## config.mk

```make
export PLATFORM = sky130hd
export DESIGN_NAME = seq_stage_controller_flat
export DESIGN_NICKNAME = d
export VERILOG_FILES = /design/src/rtl/seq_stage_controller_if.sv /design/src/rtl/seq_stage_controller.sv /design/src/flat_wrapper.sv
export SDC_FILE = /design/constraint.sdc
export NUM_CORES = 1
export LEC_CHECK = 0
export BUFFER_PORTS_ARGS = -buffer_cell sky130_fd_sc_hd__buf_4
export CORE_MARGIN = 2
export CORE_UTILIZATION = 52
export CTS_CLUSTER_DIAMETER = 200
export DETAILED_ROUTE_END_ITERATION = 10
export GPL_TIMING_DRIVEN = 0
export PLACE_DENSITY = 0.86
export SYNTH_ARGS = -nofsm -noshare
export SYNTH_HDL_FRONTEND = slang
export SYNTH_SLANG_ARGS = --single-unit
export TNS_END_PERCENT = 30
```

## constraint.sdc

```tcl
create_clock -name clk -period 4.72 [get_ports clk]
set_clock_uncertainty 0.1 [all_clocks]
set_input_delay 1.18 -clock clk [delete_from_list [all_inputs] [get_ports clk]]
set_output_delay 1.18 -clock clk [all_outputs]
set_load 0.02 [all_outputs]
```

## src/rtl/seq_stage_controller_if.sv

```systemverilog
// Bundle between the SEQ stage sequencer (master) and the SEQ datapath (slave).
// Optional SEQ_PERF_COUNTERS_EN adds cycle_count / instr_count.
interface seq_stage_controller_if;
  logic        start;
  logic [3:0]  icode;
  logic        instruct_error;
  logic        imem_error;
  logic        dmem_error;
  logic        mem_ready;
  logic        cnd;
  logic [63:0] valC;
  logic [63:0] valP;
  logic [63:0] valM;
  logic [63:0] pc;
  logic        fetch_en;
  logic        decode_en;
  logic        execute_en;
  logic        memory_en;
  logic        writeback_en;
  logic [2:0]  stat;
  logic        halted;
  logic        retire;
`ifdef SEQ_PERF_COUNTERS_EN
  logic [63:0] cycle_count;
  logic [63:0] instr_count;
`endif

  modport master (
    input  start, icode, instruct_error, imem_error, dmem_error, mem_ready,
           cnd, valC, valP, valM,
    output pc, fetch_en, decode_en, execute_en, memory_en, writeback_en,
           stat, halted, retire
`ifdef SEQ_PERF_COUNTERS_EN
    , output cycle_count, instr_count
`endif
  );

  modport slave (
    output start, icode, instruct_error, imem_error, dmem_error, mem_ready,
           cnd, valC, valP, valM,
    input  pc, fetch_en, decode_en, execute_en, memory_en, writeback_en,
           stat, halted, retire
`ifdef SEQ_PERF_COUNTERS_EN
    , input cycle_count, instr_count
`endif
  );
endinterface

```

## src/rtl/seq_stage_controller.sv

```systemverilog
// Y86-64 SEQ multi-cycle sequencer: owns PC, steps stages, tracks stat.
// Define SEQ_PERF_COUNTERS_EN to add saturating cycle/instruction counters.
module seq_stage_controller #(
  parameter logic [63:0] RESET_PC     = 64'h0,
  parameter int unsigned MEM_WAIT_MAX = 15
) (
  input logic                    clk,
  input logic                    reset,
  seq_stage_controller_if.master bus
);
  localparam int unsigned WAIT_W = (MEM_WAIT_MAX < 1) ? 1 : $clog2(MEM_WAIT_MAX + 1);
  localparam logic [WAIT_W-1:0] WAIT_LIMIT = WAIT_W'(MEM_WAIT_MAX);

  localparam logic [2:0] STAT_AOK = 3'd1;
  localparam logic [2:0] STAT_HLT = 3'd2;
  localparam logic [2:0] STAT_ADR = 3'd3;
  localparam logic [2:0] STAT_INS = 3'd4;

  typedef enum logic [2:0] {
    S_IDLE,
    S_FETCH,
    S_DECODE,
    S_EXECUTE,
    S_MEMORY,
    S_WRITEBACK,
    S_PCUPDATE,
    S_HALT
  } state_t;

  state_t            state;
  state_t            state_nxt;
  logic [3:0]        icode_q;
  logic [63:0]       valm_q;
  logic [WAIT_W-1:0] wait_cnt;
  logic [2:0]        stat_nxt;
  logic [63:0]       pc_nxt;
  logic              mem_icode;

  always_comb begin
    mem_icode = icode_q inside {4'h4, 4'h5, 4'h8, 4'h9, 4'hA, 4'hB};
  end

  always_comb begin
    state_nxt = state;
    stat_nxt  = bus.stat;
    pc_nxt    = bus.pc;
    unique case (state)
      S_IDLE:      if (bus.start) state_nxt = S_FETCH;
      S_FETCH: begin
        if (bus.imem_error) begin
          stat_nxt  = STAT_ADR;
          state_nxt = S_HALT;
        end else if (bus.instruct_error) begin
          stat_nxt  = STAT_INS;
          state_nxt = S_HALT;
        end else begin
          state_nxt = S_DECODE;
        end
      end
      S_DECODE:    state_nxt = S_EXECUTE;
      S_EXECUTE:   state_nxt = S_MEMORY;
      // dmem_error outranks mem_ready; timeout only once the full budget is spent
      S_MEMORY: begin
        if (bus.dmem_error) begin
          stat_nxt  = STAT_ADR;
          state_nxt = S_HALT;
        end else if (!mem_icode || bus.mem_ready) begin
          state_nxt = S_WRITEBACK;
        end else if (wait_cnt == WAIT_LIMIT) begin
          stat_nxt  = STAT_ADR;
          state_nxt = S_HALT;
        end
      end
      S_WRITEBACK: state_nxt = S_PCUPDATE;
      S_PCUPDATE: begin
        if (icode_q == 4'h8 || (icode_q == 4'h7 && bus.cnd)) pc_nxt = bus.valC;
        else if (icode_q == 4'h9)                             pc_nxt = valm_q;
        else                                                  pc_nxt = bus.valP;
        if (icode_q == 4'h0) begin
          stat_nxt  = STAT_HLT;
          state_nxt = S_HALT;
        end else begin
          state_nxt = S_FETCH;
        end
      end
      S_HALT:      state_nxt = S_HALT;
      default:     state_nxt = S_IDLE;
    endcase
  end

  always_ff @(posedge clk) begin
    if (reset) begin
      state            <= S_IDLE;
      bus.pc           <= RESET_PC;
      bus.stat         <= STAT_AOK;
      bus.fetch_en     <= 1'b0;
      bus.decode_en    <= 1'b0;
      bus.execute_en   <= 1'b0;
      bus.memory_en    <= 1'b0;
      bus.writeback_en <= 1'b0;
      bus.halted       <= 1'b0;
      bus.retire       <= 1'b0;
      icode_q          <= '0;
      valm_q           <= '0;
      wait_cnt         <= '0;
`ifdef SEQ_PERF_COUNTERS_EN
      bus.cycle_count  <= '0;
      bus.instr_count  <= '0;
`endif
    end else begin
      state            <= state_nxt;
      bus.pc           <= pc_nxt;
      bus.stat         <= stat_nxt;
      // outputs registered from the next state so they line up with state
      bus.fetch_en     <= (state_nxt == S_FETCH);
      bus.decode_en    <= (state_nxt == S_DECODE);
      bus.execute_en   <= (state_nxt == S_EXECUTE);
      bus.memory_en    <= (state_nxt == S_MEMORY);
      bus.writeback_en <= (state_nxt == S_WRITEBACK);
      bus.halted       <= (state_nxt == S_HALT);
      bus.retire       <= (state_nxt == S_PCUPDATE);
      if (state == S_FETCH) icode_q <= bus.icode;
      if (state == S_MEMORY && bus.mem_ready) valm_q <= bus.valM;
      if (state != S_MEMORY)  wait_cnt <= '0;
      else if (!bus.mem_ready) wait_cnt <= wait_cnt + 1'b1;
`ifdef SEQ_PERF_COUNTERS_EN
      if (state != S_IDLE && state != S_HALT && bus.cycle_count != '1)
        bus.cycle_count <= bus.cycle_count + 64'd1;
      if (bus.retire && bus.instr_count != '1)
        bus.instr_count <= bus.instr_count + 64'd1;
`endif
    end
  end
endmodule

```

## src/flat_wrapper.sv

```systemverilog
// flat-port wrapper written by rule: the top's interface ports become plain ports
module seq_stage_controller_flat 
#(
  parameter logic [63:0] RESET_PC     = 64'h0,
  parameter int unsigned MEM_WAIT_MAX = 15
)
  (clk, reset, bus_start, bus_icode, bus_instruct_error, bus_imem_error, bus_dmem_error, bus_mem_ready, bus_cnd, bus_valC, bus_valP, bus_valM, bus_pc, bus_fetch_en, bus_decode_en, bus_execute_en, bus_memory_en, bus_writeback_en, bus_stat, bus_halted, bus_retire);
  seq_stage_controller_if bus_i ();
  input logic clk;
  input logic reset;
  input wire logic [$bits(bus_i.start)-1:0] bus_start;
  input wire logic [$bits(bus_i.icode)-1:0] bus_icode;
  input wire logic [$bits(bus_i.instruct_error)-1:0] bus_instruct_error;
  input wire logic [$bits(bus_i.imem_error)-1:0] bus_imem_error;
  input wire logic [$bits(bus_i.dmem_error)-1:0] bus_dmem_error;
  input wire logic [$bits(bus_i.mem_ready)-1:0] bus_mem_ready;
  input wire logic [$bits(bus_i.cnd)-1:0] bus_cnd;
  input wire logic [$bits(bus_i.valC)-1:0] bus_valC;
  input wire logic [$bits(bus_i.valP)-1:0] bus_valP;
  input wire logic [$bits(bus_i.valM)-1:0] bus_valM;
  output wire logic [$bits(bus_i.pc)-1:0] bus_pc;
  output wire logic [$bits(bus_i.fetch_en)-1:0] bus_fetch_en;
  output wire logic [$bits(bus_i.decode_en)-1:0] bus_decode_en;
  output wire logic [$bits(bus_i.execute_en)-1:0] bus_execute_en;
  output wire logic [$bits(bus_i.memory_en)-1:0] bus_memory_en;
  output wire logic [$bits(bus_i.writeback_en)-1:0] bus_writeback_en;
  output wire logic [$bits(bus_i.stat)-1:0] bus_stat;
  output wire logic [$bits(bus_i.halted)-1:0] bus_halted;
  output wire logic [$bits(bus_i.retire)-1:0] bus_retire;
  assign bus_i.start = bus_start;
  assign bus_i.icode = bus_icode;
  assign bus_i.instruct_error = bus_instruct_error;
  assign bus_i.imem_error = bus_imem_error;
  assign bus_i.dmem_error = bus_dmem_error;
  assign bus_i.mem_ready = bus_mem_ready;
  assign bus_i.cnd = bus_cnd;
  assign bus_i.valC = bus_valC;
  assign bus_i.valP = bus_valP;
  assign bus_i.valM = bus_valM;
  assign bus_pc = bus_i.pc;
  assign bus_fetch_en = bus_i.fetch_en;
  assign bus_decode_en = bus_i.decode_en;
  assign bus_execute_en = bus_i.execute_en;
  assign bus_memory_en = bus_i.memory_en;
  assign bus_writeback_en = bus_i.writeback_en;
  assign bus_stat = bus_i.stat;
  assign bus_halted = bus_i.halted;
  assign bus_retire = bus_i.retire;
  seq_stage_controller #(.RESET_PC(RESET_PC), .MEM_WAIT_MAX(MEM_WAIT_MAX)) u_core (.clk(clk), .reset(reset), .bus(bus_i));
endmodule
```

==> results of run 1 <==
[logic make-up after synthesis]
family | share of synthesized area (%)
AND/OR/NAND/NOR | 15.2
flip-flops | 45.7
AO/OA/AOI/OAI | 12.2
multiplexers | 22.3
buffers and inverters | 4.06
XOR/XNOR | 0.403
adder cells (fa/ha/maj) | 0.192
[cells in the final DEF, fill, tap and decap left out, types with 4 or more instances in the layout]
cell type / count
buf_4: 290
nand2_1: 194
dfxtp_1: 149
mux2i_1: 72
o21ai_0: 66
a21oi_1: 65
mux2_2: 64
clkbuf_1: 30
clkbuf_16: 17
nor2_1: 12
buf_2: 8
nor3b_1: 6
nor3_1: 6
clkinv_2: 5
nand2b_1: 4
clkbuf_8: 4
[sequential cells by signal, summed over array words and instances, names as in the netlist]
signal                   cells
u_core.icode_q               4
u_core.bus.fetch_en          1
u_core.bus.decode_en         1
u_core.state                 3
u_core.wait_cnt              4
u_core.bus.memory_en         1
u_core.valm_q               64
u_core.bus.execute_en        1
u_core.bus.retire            1
u_core.bus.halted            1
u_core.bus.stat              3
u_core.bus.writeback_en      1
u_core.bus.pc               64
[path summary, 6_finish.rpt]
path	startpoint	end
max	reset	u_core.bus.pc[26]
min	u_core.valm_q[12]	u_core.valm_q[12]
max reg2reg	u_core.state[2]	u_core.valm_q[39]
min reg2reg	u_core.valm_q[12]	u_core.valm_q[12]
[power by group through the flow]
stage	logic (µW)	registers, µW	clock network [µW]
after floorplan	297	1420	0
after global placement	578	1380	0
after detailed placement	589	1390	0
after CTS	593	1360	1290
after global routing	641	1370	1350
final	594	1360	1280
[final cells by class]
cell class	count	area (µm²)
flip-flops and latches	149	2980
inverters	1	3.75
clock inverters	9	77.6
fillers	878	2750
multi-input cells	524	3280
well taps	168	210
clock buffers	22	484
repair buffers	275	2060
plain buffers	52	262
[worst max-delay path, stage by stage]
cell and delay (ns):
clkbuf_1 0.31, nand3b_1 0.55, clkbuf_1 0.41, o21ai_0 0.17
[metrics by stage]
stage | std cells | total power, µW | hold WS [ns] | utilization (%)
CTS | 1200 | 3240 | 0.354 | 77.3
detailed placement | 1169 | 1970 | 0.344 | 72.7
floorplan | 726 | 1710 | 0.333 | -
global route | 1200 | 3360 | 0.371 | 77.3
global placement | 1169 | 1960 | 0.335 | 72.7
finish | 1200 | 3230 | 0.351 | 77.3
[per-layer routing]
layer / wire (µm) / up-vias / global-route usage, %
li1: - / 3074 / -
met2: 10200 / 267 / 52.7
met5: 0 / - / 0
met4: 686 / 0 / 13.6
met1: 7590 / 2939 / 31.7
met3: 1640 / 49 / 9.21
==> metrics.md, run 1 <==
| Metric | Value |
|---|---|
| Starting Density | 53.9% |
| Layout cells sized above 1 | 38.7% |
| Sw Ratio | 25.8% |
| Setup slack, reg-to-reg | 2.45 ns |
| VDD IR max | 0.000257 V |
| CTS buffer count | 17 |
| Ys async rst share | 0% |
| Layout Nets | 1225 |
| Largest net degree at the start of global routing | 17 |
| Clock transition at the registers of the reported paths | 0.06 ns |
| First drt pass iteration count | 5 |
| Core footprint | 12100 µm² |
| Mapped cell area | 6530 µm² |
| Share of the synthesized area in the top cell type | 45.7% |
| R2R cell count | 6 |
| Antenna violations before repair | 0 |
| Postcts setup bufs | 0 |
| Fin. Hold Viols | 0 |
| Via count | 6329 |
| Pwr Density | 345 nW/µm² |
| Syn avg cell area | 8.99 µm² |
| CTS tree | built |
| DRT iter0 DRCs | 419 |
| Post-Synthesis Net Count | 931 |
| Routed wire length | 20100 µm |
| Area contributors post-synth | dfxtp_1 (46%), nand2_1 (11%), mux2i_1 (11%), mux2_2 (11%), o21ai_0 (5.1%) |
| Area Overhead vs Synth | 43.4% |
| Pre-CTS setup slack | 1.86 ns |
| CTS resizes | 0 |
| Slew @ Worst Pin | 0.760 ns |
| Top FF cell, synth | dfxtp_1 |
| Switching pwr | 834 µW |
| DIE WIDTH | 116 µm |
| Fin crit share | 51.8% |
| Max-cap violations | 0 |
| Max Slew Vio Count | 0 |
| Clock latency on the worst-skew pair | 0.42 ns |
| RSZ-0062 raised after global routing | false |
| CP Launch Type | input port |
| Post-synthesis sequential area ratio | 45.7% |
| Internal | 2400 µW |
| Mapped Cells | 726 |
| Rel. slew slack | 49.3% |
| Status | complete, no violations |
| Vias in the first global route | 6337 |
| Leak pwr | 0.00385 µW |
| Grt ovf | 0 |
| Synth cell types | 41 |
| Max clock buf depth | 2 |
| Top post-synthesis cells by count | nand2_1 (194), dfxtp_1 (149), mux2i_1 (72) |
| Root buf cell | clkbuf_16 |
| Ant. Diodes | 0 |
| Die ar. | 13500 µm² |
| Most numerous cell in the Yosys netlist | nand2_1 |
| Post-DP Area | 8800 µm² |
| Synth warnings | 0 |
| PnR worst setup slack | 2.27 ns |
| CP required | 4.90 ns |
| Final Setup Violations | 0 |
| TNS Setup | 0 ns |
| Clock network fraction of total power | 39.5% |
| Drt wl/cell | 16.7 µm |
| Critical Path Sink Type | flip-flop |
| CP Data Arrival Time | 2.63 ns |
| Number of H-tree levels | 4 |
| # IOs | 278 |
| First-pass GRT wire length | 30600 µm |
| Post-route ant nets | 0 |
| Flops & latches, synth | 149 |
| Number of enable flip-flop cells after synthesis | 0 |
| Worst min-delay path class | reg2reg |
| Routability cong. | 0.820 |
| Die Y | 116 µm |
| Crit-path max FO | 10 |
| Sequential power share | 42.1% |
| Dpl hpwl | 14800 µm |
| Fmax | 409 MHz |
| Clk sinks | 149 |
| Vias per inst | 5.27 |
| Row count | 40 |
| Critical path class | in2reg |
| Final instance area | 9370 µm² |
| Synth area leader | dfxtp_1 |
| Hold_buf cts | 0 |
| Final min period | 2.45 ns |
| DRC | 0 |
| Port bufs | 275 |
| GRT Util Overall | 29.4% |
| Hold path cells | 2 |
| Gate power share | 18.4% |
Note: power is estimated with default switching activity, not from simulation.
==> run 2, diff against run 1 <==
- CORE_UTILIZATION: 52 -> 48
- PLACE_DENSITY: 0.86 -> 0.8
- clock period: 4.72 -> 2.3 ns (I/O delays scaled with it)
==> run 2 against run 1 <==
- global-route usage decreased by 2.8 points
- die area up 8.0%
- combinational power up 110%
- non-clock buffer count stayed put
- total power increased by 120%
- first-iteration DRC count down 17%
- routed wire length down 2.3%
- clock power grew 130%
- highest routed layer unchanged
==> metrics.md, run 2 (synthesis gave the netlist of run 1 again) <==
| Metric | Value |
|---|---|
| Status | complete, no violations |
| Internal | 5220 µW |
| Top delay family on crit path | simple AND/OR/NAND/NOR gates |
| Rel. slew slack | 61.8% |
| Worst setup path end | u_core.valm_q[42] |
| Drt wl/cell | 16.2 µm |
| Critical path class | reg2reg |
| Grt ovf | 0 |
| Antenna violations before repair | 0 |
| CP required | 2.48 ns |
| Final Setup Violations | 0 |
| CTS buffer count | 17 |
| Max clock buf depth | 2 |
| Most common cell after layout, fill and taps aside | buf_4 |
| First drt pass iteration count | 5 |
| Layout Nets | 1225 |
| Switching pwr | 1760 µW |
| Worst hold path startpoint | bus_icode[0] |
| R2R cell count | 6 |
| First-pass GRT wire length | 30200 µm |
| CP max stage delay | 0.50 ns |
| Final min period | 2.09 ns |
| Hold slack | 0.296 ns |
| Layout cells sized above 1 | 38.7% |
| Clock transition at the registers of the reported paths | 0.06 ns |
| Worst flop-to-flop path startpoint | u_core.state[2] |
| Postcts setup bufs | 0 |
| Slew @ Worst Pin | 0.574 ns |
| Vias per inst | 5.15 |
| RSZ-0062 raised after global routing | false |
| Reg2reg end | u_core.valm_q[42] |
| CP Data Arrival Time | 2.27 ns |
| Via count | 6224 |
| Setup slack, reg-to-reg | 0.21 ns |
| Vias in the first global route | 6141 |
| Post-route ant nets | 0 |
| Row count | 42 |
| Crit path cell chain | buf_2 -> nor3b_1 -> nand2_2 -> clkbuf_1 -> nand2_1 -> a21oi_1 |
| DRC | 0 |
| Worst min-delay path class | in2reg |
| TNS Setup | 0 ns |
| Critical Path Sink Type | flip-flop |
| Port bufs | 275 |
| DIE WIDTH | 121 µm |
| CP max-delay cell | nor3b_1 |
| Clock latency on the worst-skew pair | 0.42 ns |
| Routability cong. | 0.809 |
| Pwr Density | 738 nW/µm² |
| CTS resizes | 0 |
| Crit. path cell count | 6 |
| Sw Ratio | 25.3% |
| Critical Path Start | u_core.state[2] |
| Buf/Inv on CP | 2 |
| Hold path cells | 3 |
| CTS tree | built |
| Fmax | 478 MHz |
| Core footprint | 13200 µm² |
| CP Launch Type | flip-flop |
| Clock network fraction of total power | 42.6% |
| Fin. Hold Viols | 0 |
| Die ar. | 14600 µm² |
| Dpl hpwl | 14500 µm |
| Max Slew Vio Count | 0 |
| Crit-path max FO | 10 |
| Hold_buf cts | 0 |
| Ant. Diodes | 0 |
| Fin crit share | 91.0% |
| Routed wire length | 19600 µm |
| Leading cell types in the layout, fill and taps excluded | buf_4 (290), nand2_1 (193), dfxtp_1 (149), mux2i_1 (72), o21ai_0 (66) |
| DRT iter0 DRCs | 349 |
| Gate power share | 17.4% |
| Largest net degree at the start of global routing | 17 |
| Max-cap violations | 0 |
| Root buf cell | clkbuf_16 |
| Sequential power share | 40.0% |
| GRT Util Overall | 26.7% |
| # IOs | 278 |
| VDD IR max | 0.000425 V |
| Starting Density | 49.3% |
| Clk sinks | 149 |
| Number of H-tree levels | 4 |
| Area Overhead vs Synth | 44.9% |
| Registers with the most flip-flops | u_core.bus.pc: 64 flops, u_core.valm_q: 64 flops |
| Die Y | 121 µm |
| Leak pwr | 0.00388 µW |
[run 2: power groups by stage]
stage          Clock (µW)  Combinational, µW  Sequential (µW)
3_3_place_gp            0               1190             2840
4_1_cts              3000               1210             2790
5_1_grt              3130               1320             2800
6_report             2970               1220             2790
2_1_floorplan           0                609             2910
3_5_place_dp            0               1210             2840
[run 2: worst min-delay path, cell delays in order]
cell,delay (ns)
buf_4,0.08
mux2i_1,0.05
nor2_1,0.07
[run 2: area by class of cell]
class                      count  area, µm²
clock inverter                11        175
tap                          176        220
fill                        1058       3780
buffer                        52        262
timing repair buffer         275       2060
sequential                   149       2980
multi-input combinational    524       3290
clock buffer                  21        460
inverter                       1       3.75
[run 2: through the flow]
step | std cells | instance area (µm²) | setup WS [ns] | utilization [%] | power [µW]
after floorplan | 726 | 6530 | 0.346 | - | 3520
after global placement | 1177 | 8810 | 0.0471 | 66.6 | 4030
after detailed placement | 1177 | 8810 | 0.0599 | 66.6 | 4050
after CTS | 1209 | 9450 | 0.121 | 71.4 | 7000
after global routing | 1209 | 9460 | 0.00682 | 71.4 | 7250
final | 1209 | 9460 | 0.207 | 71.4 | 6980
[run 2: how the worst min path moves through the flow]
stage                         to  slack (ns)
2_1_floorplan   u_core.valm_q[0]        0.33
3_3_place_gp   u_core.bus.pc[52]        0.34
3_5_place_dp   u_core.bus.pc[24]        0.34
4_1_cts        u_core.icode_q[0]        0.28
5_1_grt        u_core.valm_q[35]        0.29
6_report       u_core.icode_q[0]        0.30
[run 2: routing by layer]
layer	global-route usage, %	up-vias	share of wire (%)
met2	47.0	236	50
met1	30.1	2881	40
met5	0	-	0
met3	7.55	32	7.5
li1	-	3075	-
met4	11.3	0	2.3
==> run 3, diff against run 2 <==
- RECOVER_POWER: not set -> 25
==> run 3 against run 2 <==
- final cell count did not move
- combinational power shrank 3%
- worst hold slack improved by 0.00081 ns
- flip-flop and latch count unchanged
- sequential power is essentially flat
- first-iteration DRC count shrank 15%
==> metrics.md, run 3 (synthesis gave the netlist of run 1 again) <==
| Metric | Value |
|---|---|
| Clk sinks | 149 |
| Slew @ Worst Pin | 0.574 ns |
| Clock network fraction of total power | 42.8% |
| DRT iter0 DRCs | 298 |
| Number of H-tree levels | 4 |
| Die Y | 121 µm |
| Leak pwr | 0.00365 µW |
| Clock transition at the registers of the reported paths | 0.06 ns |
| Gr busiest metal | met2 |
| R2R cell count | 4 |
| Clock latency on the worst-skew pair | 0.42 ns |
| Vias in the first global route | 6141 |
| Worst flop-to-flop path startpoint | u_core.state[1] |
| Max Slew Vio Count | 0 |
| GR Util met2 | 47.0% |
| # IOs | 278 |
| First-pass GRT wire length | 30200 µm |
| Setup slack, reg-to-reg | 0.20 ns |
| CP Launch Type | flip-flop |
| Max-cap violations | 0 |
| CTS buffer count | 17 |
| Critical path class | reg2reg |
| Die ar. | 14600 µm² |
| Port bufs | 275 |
| Fin. Hold Viols | 0 |
| Postcts setup bufs | 0 |
| Inst Count DP | 1177 |
| Max clock buf depth | 2 |
| Drt wl/cell | 16.3 µm |
| Layout Nets | 1225 |
| Vias per inst | 5.14 |
| Sw Ratio | 25.4% |
| Via count | 6216 |
| Sequential power share | 40.2% |
| Rel. slew slack | 61.7% |
| Reg2reg end | u_core.bus.pc[49] |
| Routed wire length | 19700 µm |
| CP Data Arrival Time | 2.34 ns |
| Layout cells sized above 1 | 33.4% |
| Hold path cells | 3 |
| Internal | 5170 µW |
| Met1 usage | 30.1% |
| Worst hold path startpoint | bus_icode[0] |
| Final Setup Violations | 0 |
| CP dominant cell by count | clkbuf_1 |
| Buf/Inv on CP | 2 |
| Leading cell types in the layout, fill and taps excluded | buf_4 (235), nand2_1 (193), dfxtp_1 (149), clkbuf_1 (86), mux2i_1 (72) |
| Most common cell after layout, fill and taps aside | buf_4 |
| CP max-delay cell | nand3b_1 |
| Pre-CTS setup slack | 0.0599 ns |
| Largest net degree at the start of global routing | 17 |
| DIE WIDTH | 121 µm |
| PnR worst setup slack | 0.198 ns |
| Switching pwr | 1760 µW |
| CTS tree | built |
| Ant. Diodes | 0 |
| Area Overhead vs Synth | 41.7% |
| Critical Path Sink Type | flip-flop |
| Starting Density | 49.3% |
| CP required | 2.53 ns |
| DRC | 0 |
| Pwr Density | 749 nW/µm² |
| Root buf cell | clkbuf_16 |
| Fin crit share | 91.4% |
| Antenna violations before repair | 0 |
| Dpl hpwl | 14500 µm |
| CP max stage delay | 0.51 ns |
| TNS Setup | 0 ns |
| VDD IR max | 0.000421 V |
| RSZ-0062 raised after global routing | false |
| Met3 GRT Util | 7.55% |
| Status | complete, no violations |
| Crit path cell chain | clkbuf_1 -> nand3b_1 -> clkbuf_1 -> o21ai_0 |
| Top delay family on crit path | buffers and inverters |
| Hold slack | 0.296 ns |
| Worst min-delay path class | in2reg |
| Post-route ant nets | 0 |
| Gate power share | 17.0% |
| GRT Util Overall | 26.7% |
| First drt pass iteration count | 4 |
| Registers with the most flip-flops | u_core.bus.pc: 64 flops, u_core.valm_q: 64 flops |
| Layout Cells excl Fill | 1209 |
| Hold endpoint | u_core.icode_q[0] |
| Grt ovf | 0 |
| Final min period | 2.10 ns |
| Routability cong. | 0.809 |
| Crit-path max FO | 10 |
| Core footprint | 13200 µm² |
| Design Power | 6930 µW |
| Row count | 42 |
| Fmax | 476 MHz |
-- run 3: changes by cell type in the layout (fill, tap and decap cells not counted), sizes merged --
cell and delta:
clkbuf +55, buf -55
-- run 3: power groups by stage --
stage / clock network [µW] / registers (µW) / logic, µW
6_report: 2970 / 2790 / 1180
2_1_floorplan: 0 / 2910 / 609
4_1_cts: 3000 / 2790 / 1210
3_3_place_gp: 0 / 2840 / 1190
5_1_grt: 3130 / 2800 / 1270
3_5_place_dp: 0 / 2840 / 1210
-- run 3: how the worst max path moves through the flow --
stage,slack (ns),startpoint,to,cells past startpoint
6_report,0.20,u_core.state[1],u_core.bus.pc[49],4
3_5_place_dp,0.06,reset,u_core.valm_q[6],4
4_1_cts,0.12,u_core.state[2],u_core.valm_q[34],6
2_1_floorplan,0.35,bus_mem_ready,u_core.bus.stat[2],5
3_3_place_gp,0.05,reset,u_core.valm_q[8],4
5_1_grt,0.007,u_core.state[1],u_core.bus.pc[47],4
-- run 3: what timing repair did --
action	4_1_cts	5_1_grt
setup endpoints to repair	0	64
hold buffers	0	0
resized for setup	0	2
hold endpoints to repair	0	0
-- run 3: layout make-up --
class,count,area (µm²)
fill,1106,3990
multi-input combinational,524,3290
sequential,149,2980
timing repair buffer,275,1860
clock buffer,21,460
buffer,52,262
tap,176,220
clock inverter,11,175
inverter,1,3.75
-- run 3: worst reg2reg max path: stages (launching register included) --
cell	delay [ns]
dfxtp_1	0.39
clkbuf_1	0.42
nand3b_1	0.51
clkbuf_1	0.37
o21ai_0	0.23
-- run 3: metrics by stage --
stage / utilization [%] / instance area, µm²
5_1_grt: 69.9 / 9250
2_1_floorplan: - / 6530
4_1_cts: 71.4 / 9450
6_report: 69.9 / 9250
3_3_place_gp: 66.6 / 8810
3_5_place_dp: 66.6 / 8810
-- run 3: metal layers --
metal | up-vias | wire length, µm
met5 | - | 0
met4 | 0 | 459
met3 | 32 | 1470
met2 | 233 | 9870
met1 | 2877 | 7880
li1 | 3074 | -
